<file path="config.mk">
export PLATFORM = sky130hd
export DESIGN_NAME = morra_cinese_param
export DESIGN_NICKNAME = d
export VERILOG_FILES = /design/src/rtl/morra_pkg.sv /design/src/rtl/morra_cinese_param_judge.sv /design/src/rtl/morra_cinese_param.sv
export SDC_FILE = /design/constraint.sdc
export NUM_CORES = 1
export LEC_CHECK = 0
export ABC_AREA = 1
export CAP_MARGIN = 20
export CORE_MARGIN = 2
export CORE_UTILIZATION = 56
export CTS_BUF_LIST = sky130_fd_sc_hd__clkbuf_4 sky130_fd_sc_hd__clkbuf_8
export CTS_CLUSTER_SIZE = 40
export DETAILED_ROUTE_END_ITERATION = 10
export GPL_ROUTABILITY_DRIVEN = 0
export PLACE_DENSITY = 0.78
export SLEW_MARGIN = 10
export SYNTH_ARGS = -nofsm -noshare
export SYNTH_HDL_FRONTEND = slang
export SYNTH_HIERARCHICAL = 1
export SYNTH_SLANG_ARGS = --single-unit
</file>
<file path="constraint.sdc">
create_clock -name clk -period 2.74 [get_ports clk]
set_clock_uncertainty 0.05 [all_clocks]
set_input_delay 0.274 -clock clk [delete_from_list [all_inputs] [get_ports clk]]
set_output_delay 0.274 -clock clk [all_outputs]
set_load 0.005 [all_outputs]
</file>
<file path="src/rtl/morra_pkg.sv">
// Shared types for the parametrised morra cinese match controller.
package morra_pkg;

    typedef enum logic [1:0] {MV_NONE, MV_SASSO, MV_CARTA, MV_FORBICE} move_t;
    typedef enum logic [1:0] {M_NONE, M_P1, M_P2, M_TIE} manche_t;
    typedef enum logic [1:0] {P_NONE, P_P1, P_P2, P_DRAW} partita_t;
    typedef enum logic [1:0] {S_IDLE, S_PLAY, S_END} state_t;

    // Winner of the previous valid round and the move it won with.
    typedef struct packed {
        manche_t who;
        move_t   mv;
    } last_win_t;

    function automatic logic beats(input move_t a, input move_t b);
        return (a == MV_CARTA   && b == MV_SASSO)   ||
               (a == MV_SASSO   && b == MV_FORBICE) ||
               (a == MV_FORBICE && b == MV_CARTA);
    endfunction

endpackage

</file>
<file path="src/rtl/morra_cinese_param_judge.sv">
// Combinational round judge: move pair -> {valid, result}.
// With NO_REPEAT_EN the previous winner may not replay its winning move.
module morra_judge
    import morra_pkg::*;
(
    input  move_t     p1_i,
    input  move_t     p2_i,
`ifdef NO_REPEAT_EN
    input  last_win_t forbid_i,
`endif
    output logic      valid_o,
    output manche_t   result_o
);

    always_comb begin
        valid_o  = 1'b1;
        result_o = M_NONE;
        if (p1_i == MV_NONE || p2_i == MV_NONE) begin
            valid_o = 1'b0;
`ifdef NO_REPEAT_EN
        end else if ((forbid_i.who == M_P1 && p1_i == forbid_i.mv) ||
                     (forbid_i.who == M_P2 && p2_i == forbid_i.mv)) begin
            valid_o = 1'b0;
`endif
        end else if (p1_i == p2_i) begin
            result_o = M_TIE;
        end else if (beats(p1_i, p2_i)) begin
            result_o = M_P1;
        end else begin
            result_o = M_P2;
        end
    end

endmodule

</file>
<file path="src/rtl/morra_cinese_param.sv">
// Morra cinese match controller: configurable round limit, lead-based early end.
// Optional NO_REPEAT_EN forbids a round winner from replaying its winning move.
module morra_cinese_param
    import morra_pkg::*;
#(
    parameter int MIN_MANCHE = 4,
    parameter int CFG_W      = 4,
    parameter int LEAD       = 2,
    parameter int CNT_W      = 5
) (
    input  logic       clk,
    input  logic       rst_n,
    input  logic       INIZIO,
    input  logic [1:0] PRIMO,
    input  logic [1:0] SECONDO,
    output logic [1:0] MANCHE,
    output logic [1:0] PARTITA
);

    state_t             state_q, state_d;
    logic [CNT_W-1:0]   max_r_q, max_r_d;
    logic [CNT_W-1:0]   played_q, played_d;
    logic [CNT_W-1:0]   w1_q, w1_d;
    logic [CNT_W-1:0]   w2_q, w2_d;
    manche_t            manche_q, manche_d;
    partita_t           partita_q, partita_d;

    logic [CFG_W-1:0]   cfg;
    logic [CNT_W-1:0]   diff_c;
    logic               valid;
    manche_t            result;

    assign cfg = {PRIMO, SECONDO};

`ifdef NO_REPEAT_EN
    last_win_t last_q, last_d;
`endif

    morra_judge u_judge (
        .p1_i     (move_t'(PRIMO)),
        .p2_i     (move_t'(SECONDO)),
`ifdef NO_REPEAT_EN
        .forbid_i (last_q),
`endif
        .valid_o  (valid),
        .result_o (result)
    );

    // NOTE: every _d gets a default before the case so no path leaves it unassigned (no latches).
    always_comb begin
        state_d   = state_q;
        max_r_d   = max_r_q;
        played_d  = played_q;
        w1_d      = w1_q;
        w2_d      = w2_q;
        manche_d  = manche_q;
        partita_d = partita_q;
        diff_c    = '0;
`ifdef NO_REPEAT_EN
        last_d    = last_q;
`endif

        if (INIZIO) begin
            // Restart from any state; wins over judging in PLAY.
            state_d   = S_PLAY;
            max_r_d   = CNT_W'(MIN_MANCHE) + CNT_W'(cfg);
            played_d  = '0;
            w1_d      = '0;
            w2_d      = '0;
            manche_d  = M_NONE;
            partita_d = P_NONE;
`ifdef NO_REPEAT_EN
            last_d    = '0;
`endif
        end else if (state_q == S_PLAY) begin
            manche_d = result;
            if (valid) begin
                played_d = played_q + CNT_W'(1);
                if (result == M_P1) w1_d = w1_q + CNT_W'(1);
                if (result == M_P2) w2_d = w2_q + CNT_W'(1);
            end
`ifdef NO_REPEAT_EN
            if (valid && (result == M_P1 || result == M_P2)) begin
                last_d.who = result;
                last_d.mv  = (result == M_P1) ? move_t'(PRIMO) : move_t'(SECONDO);
            end else begin
                last_d = '0;
            end
`endif
            diff_c = (w1_d >= w2_d) ? (w1_d - w2_d) : (w2_d - w1_d);
            if (played_d >= CNT_W'(MIN_MANCHE) && diff_c >= CNT_W'(LEAD)) begin
                partita_d = (w1_d > w2_d) ? P_P1 : P_P2;
                state_d   = S_END;
            end else if (played_d == max_r_q) begin
                partita_d = (w1_d > w2_d) ? P_P1 :
                            (w2_d > w1_d) ? P_P2 : P_DRAW;
                state_d   = S_END;
            end
        end else if (state_q == S_IDLE) begin
            manche_d = M_NONE;
        end
    end

    // NOTE: sequential state uses non-blocking assignments only.
    always_ff @(posedge clk or negedge rst_n) begin
        if (!rst_n) begin
            state_q   <= S_IDLE;
            max_r_q   <= '0;
            played_q  <= '0;
            w1_q      <= '0;
            w2_q      <= '0;
            manche_q  <= M_NONE;
            partita_q <= P_NONE;
`ifdef NO_REPEAT_EN
            last_q    <= '0;
`endif
        end else begin
            state_q   <= state_d;
            max_r_q   <= max_r_d;
            played_q  <= played_d;
            w1_q      <= w1_d;
            w2_q      <= w2_d;
            manche_q  <= manche_d;
            partita_q <= partita_d;
`ifdef NO_REPEAT_EN
            last_q    <= last_d;
`endif
        end
    end

    assign MANCHE  = manche_q;
    assign PARTITA = partita_q;

endmodule

</file>
==> results of run 1 <==
## repair_timing
item,4_1_cts,5_1_grt
hold buffers,0,0
setup endpoints to repair,4,4
buffers inserted,4,5
hold endpoints to repair,0,0
pin swaps,29,37
resized for setup,46,47
## sequential cells by signal (all words and copies together), names as in the netlist
name	count
max_r_q	5
played_q	5
w1_q	5
w2_q	5
MANCHE	2
PARTITA	2
state_q	2
## final cells by class
cell class / count / share of cell area
clock buffers: 3 / 0.0135
clock inverters: 1 / 0.00979
inverters: 46 / 0.0612
multi-input cells: 206 / 0.497
flip-flops and latches: 26 / 0.212
well taps: 48 / 0.0196
repair buffers: 66 / 0.187
## routing by layer
| layer | track usage | routed length (um) | vias to the layer above |
|---|---|---|---|
| met3 | 0.0377 | 339 | 36 |
| li1 | - | - | 1053 |
| met2 | 0.537 | 3440 | 85 |
| met4 | 0.0547 | 310 | 0 |
| met5 | 0 | 0 | - |
| met1 | 0.313 | 2650 | 1072 |
## power by group
part           leakage, nW  total (mW)  switching [mW]  internal, mW
combinational         1.13       0.816           0.449         0.367
clock               0.0357       0.325           0.129         0.196
sequential           0.345       0.458          0.0308         0.427
## worst max-delay path: stages
cell	delay [ns]
sky130_fd_sc_hd__buf_12	0.12
sky130_fd_sc_hd__nor2_4	0.11
sky130_fd_sc_hd__nor2_2	0.05
sky130_fd_sc_hd__nor2_2	0.18
sky130_fd_sc_hd__nor2_4	0.07
sky130_fd_sc_hd__nor2_4	0.12
sky130_fd_sc_hd__nand2_2	0.09
sky130_fd_sc_hd__nor2_4	0.10
sky130_fd_sc_hd__inv_1	0.08
sky130_fd_sc_hd__o21ai_0	0.32
sky130_fd_sc_hd__inv_1	0.16
sky130_fd_sc_hd__ha_1	0.24
sky130_fd_sc_hd__a21oi_2	0.20
sky130_fd_sc_hd__and2_4	0.19
sky130_fd_sc_hd__nand2_4	0.07
sky130_fd_sc_hd__nand2_4	0.08
sky130_fd_sc_hd__nand2_4	0.06
sky130_fd_sc_hd__nand2_1	0.07
sky130_fd_sc_hd__nand2_1	0.05
sky130_fd_sc_hd__nor2_1	0.11
sky130_fd_sc_hd__nand2_1	0.07
sky130_fd_sc_hd__nand2_2	0.09
sky130_fd_sc_hd__nand2_2	0.07
sky130_fd_sc_hd__nand2_2	0.08
sky130_fd_sc_hd__o21ai_2	0.06
## cells by family (layout without fill, tap and decap cells)
group                    count (synthesis)  count (layout)
adder cells (fa/ha/maj)                 16              16
AO/OA/AOI/OAI                           38              38
AND/OR/NAND/NOR                        139             139
flip-flops                              26              26
XOR/XNOR                                13              13
buffers and inverters                   51             116
## how the worst max path moves through the flow
stage                           from          to  slack [ns]  depth (start not counted)
after global routing      SECONDO[1]  PARTITA[0]       -0.44                         27
after CTS                   PRIMO[1]  state_q[1]       -0.13                         27
after floorplan             PRIMO[1]  state_q[1]       -0.16                         26
after detailed placement  SECONDO[1]  state_q[1]       -1.01                         25
after global placement    SECONDO[1]  state_q[1]       -0.90                         25
final                       PRIMO[0]  state_q[1]       -0.26                         25
## cells in the mapped netlist (all sizes together)
master	instances
a21boi	1
a21oi	7
and2	1
buf	2
clkbuf	3
clkinv	2
dfrtp	26
fa	2
ha	14
inv	44
nand2	81
nand3	24
nand4	11
nor2	22
o21ai	15
o21bai	1
o22ai	13
o41ai	1
xnor2	4
xor2	9
## stage by stage
| stage | cell area (sq um) | setup TNS [ns] |
|---|---|---|
| floorplan | 2170 | -0.595 |
| global placement | 2660 | -3.46 |
| detailed placement | 2660 | -3.82 |
| CTS | 2870 | -0.389 |
| global route | 3070 | -1.70 |
| finish | 3070 | -0.967 |
==> flow_summary.yaml, run 1 <==
outcome:
  outcome: "finished with violations"
  failed_checks: "negative setup slack"
route:
  drt.antenna.violating_nets: 0
  drt_pass1_iterations: 4
  post_drt_via_cell_ratio: 5.67
  route.detailed.drc: 0
  wl_per_cell_um: 17.0
  routed_vias: 2246
  post_detailed_routing_wire_length_um: 6740
  drt-initial-drc-count: 194
timing:
  hold-worst-slack_ns: 0.284
  hold_viol: 0
  grt_setup_unrepaired: "yes"
  worstMarginPinSlew_ns: 0.437
  maxSlewViolCount: 0
  final.setup.worst_slack_ns: -0.264
  layout_worst_path_cycle_share: 1.10
  finish_stage_setup_viols: 4
  worst_slew_margin_rel: 0.705
  fmax_mhz: 333
  post_route_minimum_period_ns: 3.00
synthesis:
  yosys.area_share.xor_xnor: 0.0535
  synth-simple-area-share: 0.343
  synth.cell_area_sq_mm: 0.00213
  yosysWarningCount: 6
  post_synth_fa_ha_maj_area_fraction: 0.101
  synth_compound_area_frac: 0.105
  syn_inst: 283
  dominant_combinational_cell_family_by_area_after_synthesis: "simple AND/OR/NAND/NOR gates"
  yosys.area.top_type_share: 0.306
  mux_contribution_to_synthesized_area: 0
  yosys-top-cells-area: "sky130_fd_sc_hd__dfrtp_1 31%, sky130_fd_sc_hd__nand2_1 12%, sky130_fd_sc_hd__ha_1 8.2%, sky130_fd_sc_hd__inv_1 6.9%, sky130_fd_sc_hd__nand3_1 4.7%"
  synth_seq_area_share: 0.306
  count_of_unique_library_cells_instantiated_by_yosys: 31
  synth.ff_latch_count: 26
  avgSynthCellArea_sq_um: 7.52
  synth.net_count: 306
  synth_top_cell_by_area: "sky130_fd_sc_hd__dfrtp_1"
clock_tree:
  clock-root-buffer: "sky130_fd_sc_hd__clkbuf_8"
  cts_made_buffers: 3
  clock_sinks: 26
  clk-insertion-delay-late_ns: 0.28
  clock_tree_from_tritoncts: "yes"
  cts.htree.levels: 1
  cts.path.max_buffers: 2
  clk_pin_slew_worst_setup_hold_paths_ns: 0.09
pwr:
  design_power_total_mw: 1.60
  total_leakage_power_nw: 1.51
  cellPowerDensity_mw_per_mm2: 521
  vdd_ir_drop_max_uv: 372
worst_setup_path:
  crit_path_max_fanout: 6
  regToRegSetupSlack_ns: -0.06
  timing.reg2reg.worst_path_depth: 17
  worst_setup_path_end_kind: "flop"
  critical_path_required_ns: 2.85
  worst_r2r_endpoint: "state_q[1]"
  startpoint_type: "input port"
  worst_r2r_startpoint: "w1_q[0]"
  crit_arrival_ns: 3.11
  worst-setup-path-type: "input port to flop"
floorplan:
  horizontal_die_dimension_um: 65.7
  die_area_sq_mm: 0.00431
  num_rows: 22
  floorplan.die.height_um: 65.7
  ios: 11
  start_util: 0.581
  floorplan.core_area_sq_mm: 0.00366
layout:
  fin_nets: 372
  post-route-util: 0.838
  seqCellArea_sq_um: 651
  n_antenna_cell: 0
  most_frequent_cells_in_the_layout: "59 x sky130_fd_sc_hd__nand2_1, 50 x sky130_fd_sc_hd__buf_4, 31 x sky130_fd_sc_hd__inv_1, 26 x sky130_fd_sc_hd__dfrtp_1, 19 x sky130_fd_sc_hd__nand3_1"
  area_growth_syn_to_fin_pct: 44.1
  fraction_of_layout_cells_with_a_size_suffix_above_1: 0.408
  layout.cells.most_common: "sky130_fd_sc_hd__nand2_1"
  fin_cells: 396
  layout.filler_cells: 202
  multiInputGateArea_sq_mm: 0.00152
placed_design:
  post-place-cells: 384
  dp_hpwl_um: 3910
  dp_slack_ns: -1.01
  io_buffers: 10
worst_hold_path:
  class_of_the_tightest_hold_or_removal_check: "input port to flop"
  worstHoldStart: "PRIMO[0]"
  hold_depth: 3
  hold_path_end: "max_r_q[2]"
global_route:
  number_of_global_route_vias_before_repair: 2129
  grt_overflow_total: 0
  number_of_antenna_violations_at_the_first_check_in_global_routing: 0
  grt_pass1_wl_um: 9250
  pin_count_of_the_biggest_net_entering_global_routing: 27
  grt.total_usage: 0.275
flow_run:
  drv.max_cap_violation_count: 0
Note: power is estimated with default switching activity, not from simulation.
==> run 2: changes to the inputs <==
--- a/config.mk
+++ b/config.mk
@@ -14,7 +14,6 @@
 export DETAILED_ROUTE_END_ITERATION = 10
 export GPL_ROUTABILITY_DRIVEN = 0
 export PLACE_DENSITY = 0.78
-export SLEW_MARGIN = 10
 export SYNTH_ARGS = -nofsm -noshare
 export SYNTH_HDL_FRONTEND = slang
 export SYNTH_HIERARCHICAL = 1
==> results of run 2 <==
No change in the layout: final DEF, timing and power equal those of run 1.
==> run 3: changes to the inputs <==
--- a/config.mk
+++ b/config.mk
@@ -18,3 +18,4 @@
 export SYNTH_HDL_FRONTEND = slang
 export SYNTH_HIERARCHICAL = 1
 export SYNTH_SLANG_ARGS = --single-unit
+export TNS_END_PERCENT = 1
==> flow_summary.yaml, run 3 (synthesized netlist as in run 1, its figures left out) <==
outcome:
  outcome: "finished with violations"
  failed_checks: "negative setup slack"
worst_setup_path:
  critical_path_required_ns: 2.85
  crit_path_max_fanout: 6
  timing.reg2reg.worst_path_depth: 18
  worst-setup-path-type: "input port to flop"
  crit_arrival_ns: 3.08
  regToRegSetupSlack_ns: 0
  worst_setup_path_end_kind: "flop"
  startpoint_type: "input port"
clock_tree:
  post_cts_hold_buffer_count: 0
  clk_pin_slew_worst_setup_hold_paths_ns: 0.09
  clk-insertion-delay-late_ns: 0.28
  clock-root-buffer: "sky130_fd_sc_hd__clkbuf_8"
  clock_tree_from_tritoncts: "yes"
  clock_sinks: 26
  cts.path.max_buffers: 2
  cts.htree.levels: 1
  cts_made_buffers: 3
route:
  drt-initial-drc-count: 123
  post_drt_via_cell_ratio: 5.52
  routed_vias: 2169
  drt_pass1_iterations: 5
  post_detailed_routing_wire_length_um: 6220
  drt.antenna.violating_nets: 0
  wl_per_cell_um: 15.8
  route.detailed.drc: 0
timing:
  fmax_mhz: 336
  worstMarginPinSlew_ns: 0.426
  post_route_minimum_period_ns: 2.97
  worst_slew_margin_rel: 0.712
  hold_viol: 0
  layout_worst_path_cycle_share: 1.09
  hold-worst-slack_ns: 0.299
  finish_stage_setup_viols: 4
  final.setup.worst_slack_ns: -0.233
  maxSlewViolCount: 0
  grt_setup_unrepaired: "yes"
global_route:
  grt.total_usage: 0.276
  grt_overflow_total: 0
  number_of_global_route_vias_before_repair: 2139
  pin_count_of_the_biggest_net_entering_global_routing: 27
  number_of_antenna_violations_at_the_first_check_in_global_routing: 0
  grt_pass1_wl_um: 9320
pwr:
  design_power_total_mw: 1.54
  total_leakage_power_nw: 1.48
  vdd_ir_drop_max_uv: 433
  cellPowerDensity_mw_per_mm2: 516
placed_design:
  post-place-cells: 385
  dp_hpwl_um: 3930
  io_buffers: 10
flow_run:
  drv.max_cap_violation_count: 0
floorplan:
  num_rows: 22
  horizontal_die_dimension_um: 65.7
  ios: 11
  floorplan.core_area_sq_mm: 0.00366
  start_util: 0.581
  floorplan.die.height_um: 65.7
  die_area_sq_mm: 0.00431
worst_hold_path:
  class_of_the_tightest_hold_or_removal_check: "input port to flop"
  hold_depth: 4
layout:
  most_frequent_cells_in_the_layout: "60 x sky130_fd_sc_hd__nand2_1, 48 x sky130_fd_sc_hd__buf_4, 34 x sky130_fd_sc_hd__inv_1, 26 x sky130_fd_sc_hd__dfrtp_1, 18 x sky130_fd_sc_hd__nand3_1"
  n_antenna_cell: 0
  area_growth_syn_to_fin_pct: 40.1
  fin_nets: 369
  fin_cells: 393
  fraction_of_layout_cells_with_a_size_suffix_above_1: 0.377
  layout.cells.most_common: "sky130_fd_sc_hd__nand2_1"
  post-route-util: 0.814
-- run 3: cell count changes in the layout (fill, tap and decap cells not counted), moves of 2 or more --
cell	before	now
sky130_fd_sc_hd__ha_1	10	13
sky130_fd_sc_hd__inv_1	31	34
sky130_fd_sc_hd__nand3_2	1	4
sky130_fd_sc_hd__a21oi_1	2	4
sky130_fd_sc_hd__a21oi_2	4	2
sky130_fd_sc_hd__buf_4	50	48
sky130_fd_sc_hd__ha_2	2	0
sky130_fd_sc_hd__nand2_4	9	7
sky130_fd_sc_hd__nand3_4	4	2
-- run 3: final timing paths --
kind                                  from         end
worst min-delay path            SECONDO[1]  max_r_q[1]
min in group asynchronous            rst_n  max_r_q[4]
max in group asynchronous            rst_n     w1_q[4]
worst max-delay path              PRIMO[0]  state_q[1]
worst min register to register  PARTITA[1]  PARTITA[1]
worst max register to register     w1_q[0]  state_q[1]
-- run 3: area by class of cell --
cell class,instances,area [sq um]
inverters,46,178
multi-input cells,206,1480
fillers,230,679
repair buffers,63,542
flip-flops and latches,26,651
clock buffers,3,41.3
well taps,48,60.1
clock inverters,1,30.0
-- run 3: power breakdown --
group          leakage (nW)  total [mW]  internal (mW)  switching (mW)
registers             0.345       0.459          0.427          0.0325
logic                  1.09       0.754          0.337           0.417
clock network        0.0357       0.327          0.196           0.131
-- run 3: per-layer routing --
metal / track usage / wire, um / share of wire
met5: 0 / 0 / 0
met4: 0.0521 / 150 / 0.024
met3: 0.0497 / 276 / 0.044
met2: 0.509 / 3260 / 0.52
met1: 0.336 / 2540 / 0.41
-- run 3: critical path, stage by stage --
cell,delay [ns]
sky130_fd_sc_hd__buf_8,0.12
sky130_fd_sc_hd__nor2_4,0.11
sky130_fd_sc_hd__nor2_2,0.07
sky130_fd_sc_hd__nor2_4,0.15
sky130_fd_sc_hd__nor2_4,0.05
sky130_fd_sc_hd__nor2_4,0.13
sky130_fd_sc_hd__nand2_2,0.09
sky130_fd_sc_hd__nor2_4,0.14
sky130_fd_sc_hd__nand4_1,0.20
sky130_fd_sc_hd__xor2_2,0.29
sky130_fd_sc_hd__inv_2,0.08
sky130_fd_sc_hd__ha_4,0.25
sky130_fd_sc_hd__a21oi_4,0.15
sky130_fd_sc_hd__and2_4,0.17
sky130_fd_sc_hd__nand2_4,0.06
sky130_fd_sc_hd__nand2_4,0.08
sky130_fd_sc_hd__nand2_4,0.06
sky130_fd_sc_hd__nand2_2,0.06
sky130_fd_sc_hd__nand2_1,0.05
sky130_fd_sc_hd__nor2_1,0.11
sky130_fd_sc_hd__nand2_1,0.07
sky130_fd_sc_hd__nand2_2,0.09
sky130_fd_sc_hd__nand2_2,0.08
sky130_fd_sc_hd__nand2_4,0.08
sky130_fd_sc_hd__o21ai_2,0.05
-- run 3: what timing repair did --
action | CTS | global route
pin swaps | 23 | 20
gates resized for setup | 45 | 37
buffers inserted | 3 | 1
endpoints found under the setup margin | 4 | 4
-- run 3: through the flow --
step | setup WS [ns] | setup TNS, ns | cell area, sq um
2_1_floorplan | -0.180 | -0.696 | 2150
3_3_place_gp | -0.828 | -3.27 | 2660
3_5_place_dp | -0.934 | -3.65 | 2660
4_1_cts | -0.117 | -0.382 | 2840
5_1_grt | -0.413 | -1.57 | 2980
6_report | -0.233 | -0.832 | 2980
